## src/rtl/prga_decrypt_op_if.sv

```systemverilog
// Bundle of the start/done handshake and the three memory ports (S RAM, encrypted ROM,
// decrypted RAM) seen by the RC4 PRGA/decrypt stage; master = the stage, slave = memories/controller.
interface prga_decrypt_op_if;
  logic       start;
  logic       done;
  logic       key_valid;

  logic [7:0] s_addr;
  logic [7:0] s_wrdata;
  logic       s_wren;
  logic [7:0] s_rddata;

  logic [4:0] enc_addr;
  logic [7:0] enc_rddata;

  logic [4:0] dec_addr;
  logic [7:0] dec_wrdata;
  logic       dec_wren;

  modport master (
    input  start,
    input  s_rddata,
    input  enc_rddata,
    output done,
    output key_valid,
    output s_addr,
    output s_wrdata,
    output s_wren,
    output enc_addr,
    output dec_addr,
    output dec_wrdata,
    output dec_wren
  );

  modport slave (
    output start,
    output s_rddata,
    output enc_rddata,
    input  done,
    input  key_valid,
    input  s_addr,
    input  s_wrdata,
    input  s_wren,
    input  enc_addr,
    input  dec_addr,
    input  dec_wrdata,
    input  dec_wren
  );
endinterface

```

## src/rtl/prga_decrypt_op.sv

```systemverilog
// RC4 PRGA + decrypt: walks S, XORs each keystream byte with the encrypted ROM, writes plaintext RAM.
// Fixed 8 cycles per byte; start is a level sampled in IDLE/DONE; optional early abort on a non-[a-z ] byte.
module prga_decrypt_op #(
  parameter int MSG_LEN     = 32,
  parameter int CHECK_ASCII = 1
) (
  input  logic              clk,
  input  logic              reset,
  prga_decrypt_op_if.master bus
);

  typedef enum logic [3:0] {
    ST_IDLE,
    ST_READ_SI,
    ST_LATCH_SI,
    ST_READ_SJ,
    ST_LATCH_SJ,
    ST_WRITE_SI,
    ST_WRITE_SJ,
    ST_READ_F,
    ST_LATCH_F,
    ST_DONE
  } state_e;

  localparam logic [4:0] LAST_K = 5'(MSG_LEN - 1);

  state_e     state_q, state_d;
  logic [7:0] i_q, i_d;
  logic [7:0] j_q, j_d;
  logic [7:0] si_q, si_d;
  logic [7:0] sj_q, sj_d;
  logic [4:0] k_q, k_d;
  logic       key_valid_q, key_valid_d;

  // Only meaningful in LATCH_F, where both memories return the bytes addressed in READ_F.
  logic [7:0] plain_byte;
  logic       plain_ok;
  assign plain_byte = bus.s_rddata ^ bus.enc_rddata;
  assign plain_ok   = (plain_byte == 8'h20) || ((plain_byte >= 8'h61) && (plain_byte <= 8'h7A));

  always_ff @(posedge clk) begin
    if (reset) begin
      state_q     <= ST_IDLE;
      i_q         <= '0;
      j_q         <= '0;
      si_q        <= '0;
      sj_q        <= '0;
      k_q         <= '0;
      key_valid_q <= 1'b0;
    end else begin
      state_q     <= state_d;
      i_q         <= i_d;
      j_q         <= j_d;
      si_q        <= si_d;
      sj_q        <= sj_d;
      k_q         <= k_d;
      key_valid_q <= key_valid_d;
    end
  end

  always_comb begin
    state_d     = state_q;
    i_d         = i_q;
    j_d         = j_q;
    si_d        = si_q;
    sj_d        = sj_q;
    k_d         = k_q;
    key_valid_d = key_valid_q;
    case (state_q)
      ST_IDLE: begin
        if (bus.start) begin
          i_d         = 8'd1;
          j_d         = 8'd0;
          k_d         = 5'd0;
          key_valid_d = 1'b0;
          state_d     = ST_READ_SI;
        end
      end
      ST_READ_SI:  state_d = ST_LATCH_SI;
      ST_LATCH_SI: begin
        si_d    = bus.s_rddata;
        j_d     = j_q + bus.s_rddata;
        state_d = ST_READ_SJ;
      end
      ST_READ_SJ:  state_d = ST_LATCH_SJ;
      ST_LATCH_SJ: begin
        sj_d    = bus.s_rddata;
        state_d = ST_WRITE_SI;
      end
      ST_WRITE_SI: state_d = ST_WRITE_SJ;
      ST_WRITE_SJ: state_d = ST_READ_F;
      ST_READ_F:   state_d = ST_LATCH_F;
      ST_LATCH_F: begin
        // The byte is written regardless; the check only decides whether to continue.
        if ((CHECK_ASCII != 0) && !plain_ok) begin
          key_valid_d = 1'b0;
          state_d     = ST_DONE;
        end else if (k_q == LAST_K) begin
          key_valid_d = 1'b1;
          state_d     = ST_DONE;
        end else begin
          k_d     = k_q + 5'd1;
          i_d     = i_q + 8'd1;
          state_d = ST_READ_SI;
        end
      end
      ST_DONE: begin
        if (!bus.start) state_d = ST_IDLE;
      end
      default: state_d = ST_IDLE;
    endcase
  end

  logic [7:0] s_addr_c;
  logic [7:0] s_wrdata_c;
  logic       s_wren_c;
  logic [4:0] enc_addr_c;
  logic [4:0] dec_addr_c;
  logic [7:0] dec_wrdata_c;
  logic       dec_wren_c;

  // The swap sum si+sj is unchanged by the swap, so the keystream index uses the latched pair.
  always_comb begin
    s_addr_c     = '0;
    s_wrdata_c   = '0;
    s_wren_c     = 1'b0;
    enc_addr_c   = '0;
    dec_addr_c   = '0;
    dec_wrdata_c = '0;
    dec_wren_c   = 1'b0;
    case (state_q)
      ST_READ_SI:  s_addr_c = i_q;
      ST_READ_SJ:  s_addr_c = j_q;
      ST_WRITE_SI: begin
        s_addr_c   = i_q;
        s_wrdata_c = sj_q;
        s_wren_c   = 1'b1;
      end
      ST_WRITE_SJ: begin
        s_addr_c   = j_q;
        s_wrdata_c = si_q;
        s_wren_c   = 1'b1;
      end
      ST_READ_F: begin
        s_addr_c   = si_q + sj_q;
        enc_addr_c = k_q;
      end
      ST_LATCH_F: begin
        dec_addr_c   = k_q;
        dec_wrdata_c = plain_byte;
        dec_wren_c   = 1'b1;
      end
      default: ;
    endcase
  end

  assign bus.done       = (state_q == ST_DONE);
  assign bus.key_valid  = key_valid_q;
  assign bus.s_addr     = s_addr_c;
  assign bus.s_wrdata   = s_wrdata_c;
  assign bus.s_wren     = s_wren_c;
  assign bus.enc_addr   = enc_addr_c;
  assign bus.dec_addr   = dec_addr_c;
  assign bus.dec_wrdata = dec_wrdata_c;
  assign bus.dec_wren   = dec_wren_c;

endmodule

```

## src/flat_wrapper.sv

```systemverilog
// flat-port wrapper written by rule: the top's interface ports become plain ports
module prga_decrypt_op_flat 
#(
  parameter int MSG_LEN     = 32,
  parameter int CHECK_ASCII = 1
)
  (clk, reset, bus_start, bus_s_rddata, bus_enc_rddata, bus_done, bus_key_valid, bus_s_addr, bus_s_wrdata, bus_s_wren, bus_enc_addr, bus_dec_addr, bus_dec_wrdata, bus_dec_wren);
  prga_decrypt_op_if bus_i ();
  input  logic clk;
  input  logic reset;
  input wire logic [$bits(bus_i.start)-1:0] bus_start;
  input wire logic [$bits(bus_i.s_rddata)-1:0] bus_s_rddata;
  input wire logic [$bits(bus_i.enc_rddata)-1:0] bus_enc_rddata;
  output wire logic [$bits(bus_i.done)-1:0] bus_done;
  output wire logic [$bits(bus_i.key_valid)-1:0] bus_key_valid;
  output wire logic [$bits(bus_i.s_addr)-1:0] bus_s_addr;
  output wire logic [$bits(bus_i.s_wrdata)-1:0] bus_s_wrdata;
  output wire logic [$bits(bus_i.s_wren)-1:0] bus_s_wren;
  output wire logic [$bits(bus_i.enc_addr)-1:0] bus_enc_addr;
  output wire logic [$bits(bus_i.dec_addr)-1:0] bus_dec_addr;
  output wire logic [$bits(bus_i.dec_wrdata)-1:0] bus_dec_wrdata;
  output wire logic [$bits(bus_i.dec_wren)-1:0] bus_dec_wren;
  assign bus_i.start = bus_start;
  assign bus_i.s_rddata = bus_s_rddata;
  assign bus_i.enc_rddata = bus_enc_rddata;
  assign bus_done = bus_i.done;
  assign bus_key_valid = bus_i.key_valid;
  assign bus_s_addr = bus_i.s_addr;
  assign bus_s_wrdata = bus_i.s_wrdata;
  assign bus_s_wren = bus_i.s_wren;
  assign bus_enc_addr = bus_i.enc_addr;
  assign bus_dec_addr = bus_i.dec_addr;
  assign bus_dec_wrdata = bus_i.dec_wrdata;
  assign bus_dec_wren = bus_i.dec_wren;
  prga_decrypt_op #(.MSG_LEN(MSG_LEN), .CHECK_ASCII(CHECK_ASCII)) u_core (.clk(clk), .reset(reset), .bus(bus_i));
endmodule
```

## config.mk

```make
export PLATFORM = sky130hd
export DESIGN_NAME = prga_decrypt_op_flat
export DESIGN_NICKNAME = d
export VERILOG_FILES = /design/src/rtl/prga_decrypt_op_if.sv /design/src/rtl/prga_decrypt_op.sv /design/src/flat_wrapper.sv
export SDC_FILE = /design/constraint.sdc
export NUM_CORES = 1
export LEC_CHECK = 0
export ABC_AREA = 1
export BUFFER_PORTS_ARGS = -buffer_cell sky130_fd_sc_hd__buf_2
export CORE_ASPECT_RATIO = 0.7
export CORE_UTILIZATION = 45
export DETAILED_ROUTE_END_ITERATION = 8
export PLACE_DENSITY_LB_ADDON = 0.3
export SLEW_MARGIN = 5
export SYNTH_ARGS = -nofsm -noshare
export SYNTH_HDL_FRONTEND = slang
export SYNTH_SLANG_ARGS = --single-unit
export TNS_END_PERCENT = 20
```

## constraint.sdc

```tcl
create_clock -name clk -period 1.9 [get_ports clk]
set_clock_uncertainty 0.05 [all_clocks]
set_input_delay 0.095 -clock clk [delete_from_list [all_inputs] [get_ports clk]]
set_output_delay 0.095 -clock clk [all_outputs]
set_load 0.03 [all_outputs]
```

==> results of run 1 <==
where the power goes:
group / switching [mW] / internal [mW]
Combinational: 0.593 / 0.342
Clock: 0.329 / 0.561
Sequential: 0.117 / 0.997
Total: 1.04 / 1.90
Yosys cell counts (4+ instances only):
cell and count:
nand4_1 18, nand2_2 4, a22o_1 8, nand3_1 17, a22oi_1 4, clkbuf_1 5
xor2_1 6, o21ai_0 31, inv_1 62, dfxtp_1 42, nand2_1 97, nor2_1 66
nor3_1 6, a21oi_1 37, ha_1 17
timing repair:
item,CTS,global route
pin swaps,5,4
endpoints found under the setup margin,21,28
setup buffers,2,5
hold buffers,0,0
resized for setup,27,46
cell type report:
type                            instances  area (µm²)  share of cell area [%]
Clock buffer                            6       82.58                   2.146
Clock inverter                          2       60.06                   1.560
Inverter                               67       256.5                   6.665
Multi-Input combinational cell        338        1924                   50.00
Sequential cell                        42       852.1                   22.14
Tap cell                               78       97.59                   2.536
Timing Repair Buffer                   87       575.6                   14.95
registers in the layout, summed over array words and instances (netlist names):
name / count
u_core.k_q: 5
u_core.si_q: 8
u_core.sj_q: 8
u_core.j_q: 8
u_core.state_q: 4
u_core.bus.key_valid: 1
u_core.i_q: 8
per-layer routing:
layer  global-route usage (%)  share of wire [%]
met1                    38.11                 49
met4                    7.516                1.4
met3                    3.904                7.3
met2                    40.05                 43
met5                        0                  0
cells in the final DEF (no fill, tap or decap), types with 2 or more instances in the layout:
cell	Yosys	layout
o211ai_1	3	3
nor3_1	6	4
buf_2	3	34
nor2_4	0	2
inv_2	3	4
nand3_4	2	2
ha_4	0	3
o21ai_0	31	23
nor3_2	0	2
nand4_1	18	18
fa_2	0	2
buf_6	1	2
inv_1	62	60
nor2_1	66	64
a22o_1	8	8
clkbuf_4	0	3
xnor2_1	3	3
nand2_1	97	95
ha_1	17	14
bufinv_16	0	2
a21oi_1	37	33
a21oi_2	1	5
buf_4	0	48
or2_2	3	3
dfxtp_1	42	35
o21ai_2	0	2
xor2_1	6	6
nor2_2	3	3
dfxtp_2	0	6
nand2_2	4	6
clkbuf_8	0	6
nand3_1	17	17
a22oi_1	4	4
o21ai_1	0	6
per-stage QoR:
| stage | instances | instance area [µm²] | setup WS, ns |
|---|---|---|---|
| 2_1_floorplan | 459 | 2989 | -0.1987 |
| 5_1_grt | 620 | 3849 | -0.4304 |
| 4_1_cts | 615 | 3706 | -0.3413 |
| 6_report | 620 | 3849 | -0.3412 |
| 3_3_place_gp | 605 | 3480 | -0.1549 |
| 3_5_place_dp | 605 | 3480 | -0.2537 |
kinds of logic after synthesis:
kind of cell,share of synthesized area [%]
simple gates,32.23
compound gates,17.87
buf+inv,10.67
flops,28.13
fa+ha+maj,8.455
xor+xnor,2.637
critical path, stage by stage (launching register included):
cell and delay [ns]:
dfxtp_2 0.34, ha_4 0.16, fa_2 0.34, nand2_2 0.08, a21oi_2 0.07, o21ai_2 0.13, nand2_1 0.10, a21oi_2 0.14
xor2_1 0.16, o21ai_1 0.08, buf_4 0.18
path summary, 6_finish.rpt:
kind | slack, ns | startpoint | depth (start not counted) | end
worst max-delay path | -0.34 | u_core.sj_q[0] | 10 | bus_s_addr[6]
worst min-delay path | 0.05 | bus_s_rddata[7] | 3 | u_core.sj_q[7]
worst max register to register | 0.06 | u_core.j_q[0] | 11 | u_core.j_q[6]
worst min register to register | 0.46 | u_core.i_q[7] | 2 | u_core.i_q[7]
==> run metrics, run 1 <==
status finished with violations; failing checks setup timing; Worst-Skew Late Latency 0.30 ns; register bit total from synthesis 42; Nets 579; # diodes 0; Hold WS 0.05001 ns; Max Freq 446.2 MHz; CTS root buffer clkbuf_8; VDD IR-drop max 0.4585 mV; Worst EP arrival 2.10 ns; Syn Inst Count 459; post-route antenna net violation count 0; number of vias per cell 5.379; chip height 70.19 µm; worst min-delay path category in -> reg; Post-synth top flop dfxtp_1; first-pass GRT wire length 14290 µm; DRT Pass-1 Iters 5; crit path kind reg -> out; width of the die 99.41 µm; vias in the first global route 2991; GRT Total Usage 26.19%; cell row count 24; Clk pin slew, worst setup/hold paths 0.09 ns; Synth async-reset ratio 0%; syn_area_per_cell 6.512 µm²; endpoints failing setup 10; H-tree depth 2; layout cells sized above 1 25.83%; Ys Warns 0; PortBufs 56; Post-synth EDFFs 0; Initial DRC Count 194; area growth from synthesis to layout 28.76%; Final Critical Period 2.241 ns; period utilisation layout 118.0%; largest net degree at the start of global routing 23; max-cap viol count 0; die area 6978 µm²; initial antenna violation count 0; final worst slack -0.3412 ns; Sink Count 42; Worst EP required 1.75 ns; Max Slew Vio Count 0; initial core utilization 47.40%; post-synth top area cell dfxtp_1; CP Launch Type flop; Max clock buf depth 2; worst rel slew slack 57.44%; number of CTS-inserted buffers 5; Pwr per Cell Area 763.5 nW/µm²; total number of vias 3335; Synth top area share 28.13%; routed wire length per instance 14.43 µm; Slew @ Worst Pin 0.6377 ns; Power, Total 2.938 mW; Core Box Area 6306 µm²; Worst Setup End Kind output port; grt ovf 0; syn_nets 497; RePlAce Congestion 0.9087; top cells by area, synth dfxtp_1 (28%), nand2_1 (12%), nor2_1 (8.3%); # fillers 601; register area share after synthesis 28.13%; TNS Setup -1.190 ns; CTS tree yes; WL final 8946 µm; worst-path fanout max 2; final hold vios 0; number of distinct library cells after synthesis 38; IO Pins 57; Finished Core Util 61.03%; DP Wirelength 6498 µm; leakage 1.937 nW; Mapped Area 2989 µm²; drt drc 0; RSZ-0062 raised after global routing yes
Power figures use the tool's default switching activity.
==> run 2: changes to the inputs <==
ABC_AREA = not set   (was 1)
CELL_PAD_IN_SITES_DETAIL_PLACEMENT = 0   (was not set)
CELL_PAD_IN_SITES_GLOBAL_PLACEMENT = 1   (was not set)
CORE_UTILIZATION = 40   (was 45)
==> run 2 against run 1 <==
The flow still finishes with violations (setup timing); first-iteration DRC count shrank 10%; count of clock-buffer cells in the layout stayed put; maximum frequency shrank 1.6%; cell count down 8.5%; core utilization is 2.0 points lower; non-clock buffer count grew 33; clock power fell by 30%; synthesized cell count down 21%; setup slack got worse by 0.037 ns; hold slack worse by 0.018 ns.
==> run metrics, run 2 <==
status finished with violations; failing checks setup timing; largest net degree at the start of global routing 21; Power, Total 2.069 mW; Pwr per Cell Area 511.9 nW/µm²; post-synth top area cell dfxtp_1; Nets 510; DRT Pass-1 Iters 5; number of CTS-inserted buffers 5; RePlAce Congestion 0.8604; die area 7517 µm²; RSZ-0062 raised after global routing yes; Slew @ Worst Pin 0.7220 ns; area growth from synthesis to layout 40.93%; post-route antenna net violation count 0; chip height 72.84 µm; TNS Setup -2.165 ns; register area share after synthesis 29.32%; commonest non-fill, non-tap cells in the layout buf_4 (66), nand2_1 (43), buf_2 (35), dfxtp_1 (35), nor2_1 (32); grt ovf 0; layout cells sized above 1 39.32%; Core Box Area 6850 µm²; vias in the first global route 2929; cell row count 25; drt drc 0; Worst EP arrival 2.13 ns; width of the die 103.2 µm; Syn Inst Count 364; register bit total from synthesis 42; leakage 1.752 nW; syn_nets 402; R2R cell count 7; crit path kind reg -> out; period utilisation layout 119.9%; endpoints failing setup 13; # fillers 654; Initial DRC Count 174; VDD IR-drop max 0.2930 mV; first-pass GRT wire length 14610 µm; Worst EP required 1.75 ns; Post-synth EDFFs 0; CP Launch Type flop; syn_area_per_cell 7.878 µm²; flop2flop setup slack -0.07 ns; final hold vios 0; hold-fix buffers at CTS 0; Ys Warns 0; final cell count without fillers 567; CTS root buffer clkbuf_8; initial core utilization 41.86%; Final Critical Period 2.279 ns; worst-path fanout max 2; GRT Total Usage 25.57%; number of distinct library cells after synthesis 59; Worst-Skew Late Latency 0.29 ns; max-cap viol count 0; IO Pins 57; final worst slack -0.3786 ns; # diodes 0; Max Slew Vio Count 0; CTS tree yes; Worst Setup End Kind output port; Sink Count 42; number of vias per cell 5.402; Clk pin slew, worst setup/hold paths 0.08 ns; initial antenna violation count 0; placed insts 553; Post-synth top flop dfxtp_1; top cells by count, synth nand2_1 (43), dfxtp_1 (42), nor2_1 (37); most common cell after layout, fill and taps aside buf_4; WL final 9047 µm; top cells by area, synth dfxtp_1 (29%), ha_1 (7.4%), nand2_1 (5.6%); Max Freq 438.9 MHz; H-tree depth 2; Synth async-reset ratio 0%; Worst Hold Depth 3; PortBufs 56; Mapped Area 2868 µm²; Placement Setup Slack -0.2242 ns; most common cell in the netlist nand2_1; worst rel slew slack 51.54%; worst min-delay path category in -> reg; Max clock buf depth 2; DP Wirelength 6660 µm; Synth top area share 29.32%; total number of vias 3063; Hold WS 0.03190 ns; routed wire length per instance 15.96 µm
==> run 2: what timing repair did <==
item | in CTS | in global routing
gates resized for setup | 64 | 26
setup buffers | 6 | 2
pin swaps | 13 | 9
setup endpoints to repair | 37 | 42
==> run 2: cell type report <==
type                       count  area [µm²]  share of cell area, %
clock inverter                 2       12.51                 0.3096
clock buffer                   6       82.58                  2.043
multi-input combinational    290        2043                  50.56
timing repair buffer         120       884.6                  21.89
sequential                    42       852.1                  21.08
tap                           94       117.6                  2.910
inverter                      13       48.80                  1.207
==> run 2: per-layer routing <==
layer | track usage (%) | part of all wire, % | vias up
li1 | - | - | 1520
met1 | 38.15 | 50 | 1425
met2 | 38.44 | 43 | 109
met3 | 4.119 | 6.4 | 9
met4 | 5.634 | 0.81 | 0
met5 | 0 | 0 | -
==> run 2: cell families after synthesis <==
group                      synth area share [%]
buffers and inverters                     4.799
AOI/OAI and AO/OA                         21.68
muxes                                    0.3926
adders and majority gates                 8.813
and+or+nand+nor                           28.27
xor gates and xnor gates                  6.719
DFF                                       29.32
==> run 2: where the power goes <==
part           leakage [nW]  total, mW  switching, mW  internal, mW
sequential            0.343      0.934         0.0234         0.911
clock                0.0472      0.618          0.326         0.293
combinational          1.36      0.517          0.293         0.224
total                  1.75       2.07          0.642          1.43
==> run 2: worst paths after layout <==
check	from	to
setup reg to reg	u_core.state_q[0]	u_core.i_q[6]
setup / recovery	u_core.sj_q[0]	bus_s_addr[6]
hold reg to reg	u_core.sj_q[5]	u_core.sj_q[5]
hold / removal	bus_s_rddata[0]	u_core.si_q[0]
==> run 2: worst max-delay path, stage by stage (launching register included) <==
cell and delay (ns):
dfxtp_2 0.34, ha_4 0.16, fa_2 0.36, a21o_1 0.17, a21oi_2 0.15, o21bai_1 0.11
a21oi_2 0.14, xor2_1 0.19, o21ai_2 0.07, buf_6 0.14
==> run 2: per-stage QoR <==
step,instance area [µm²],util (%)
after floorplan,2879,-
after global placement,3623,52.90
after detailed placement,3623,52.90
after CTS,3958,57.77
after global routing,4041,59.00
final,4041,59.00
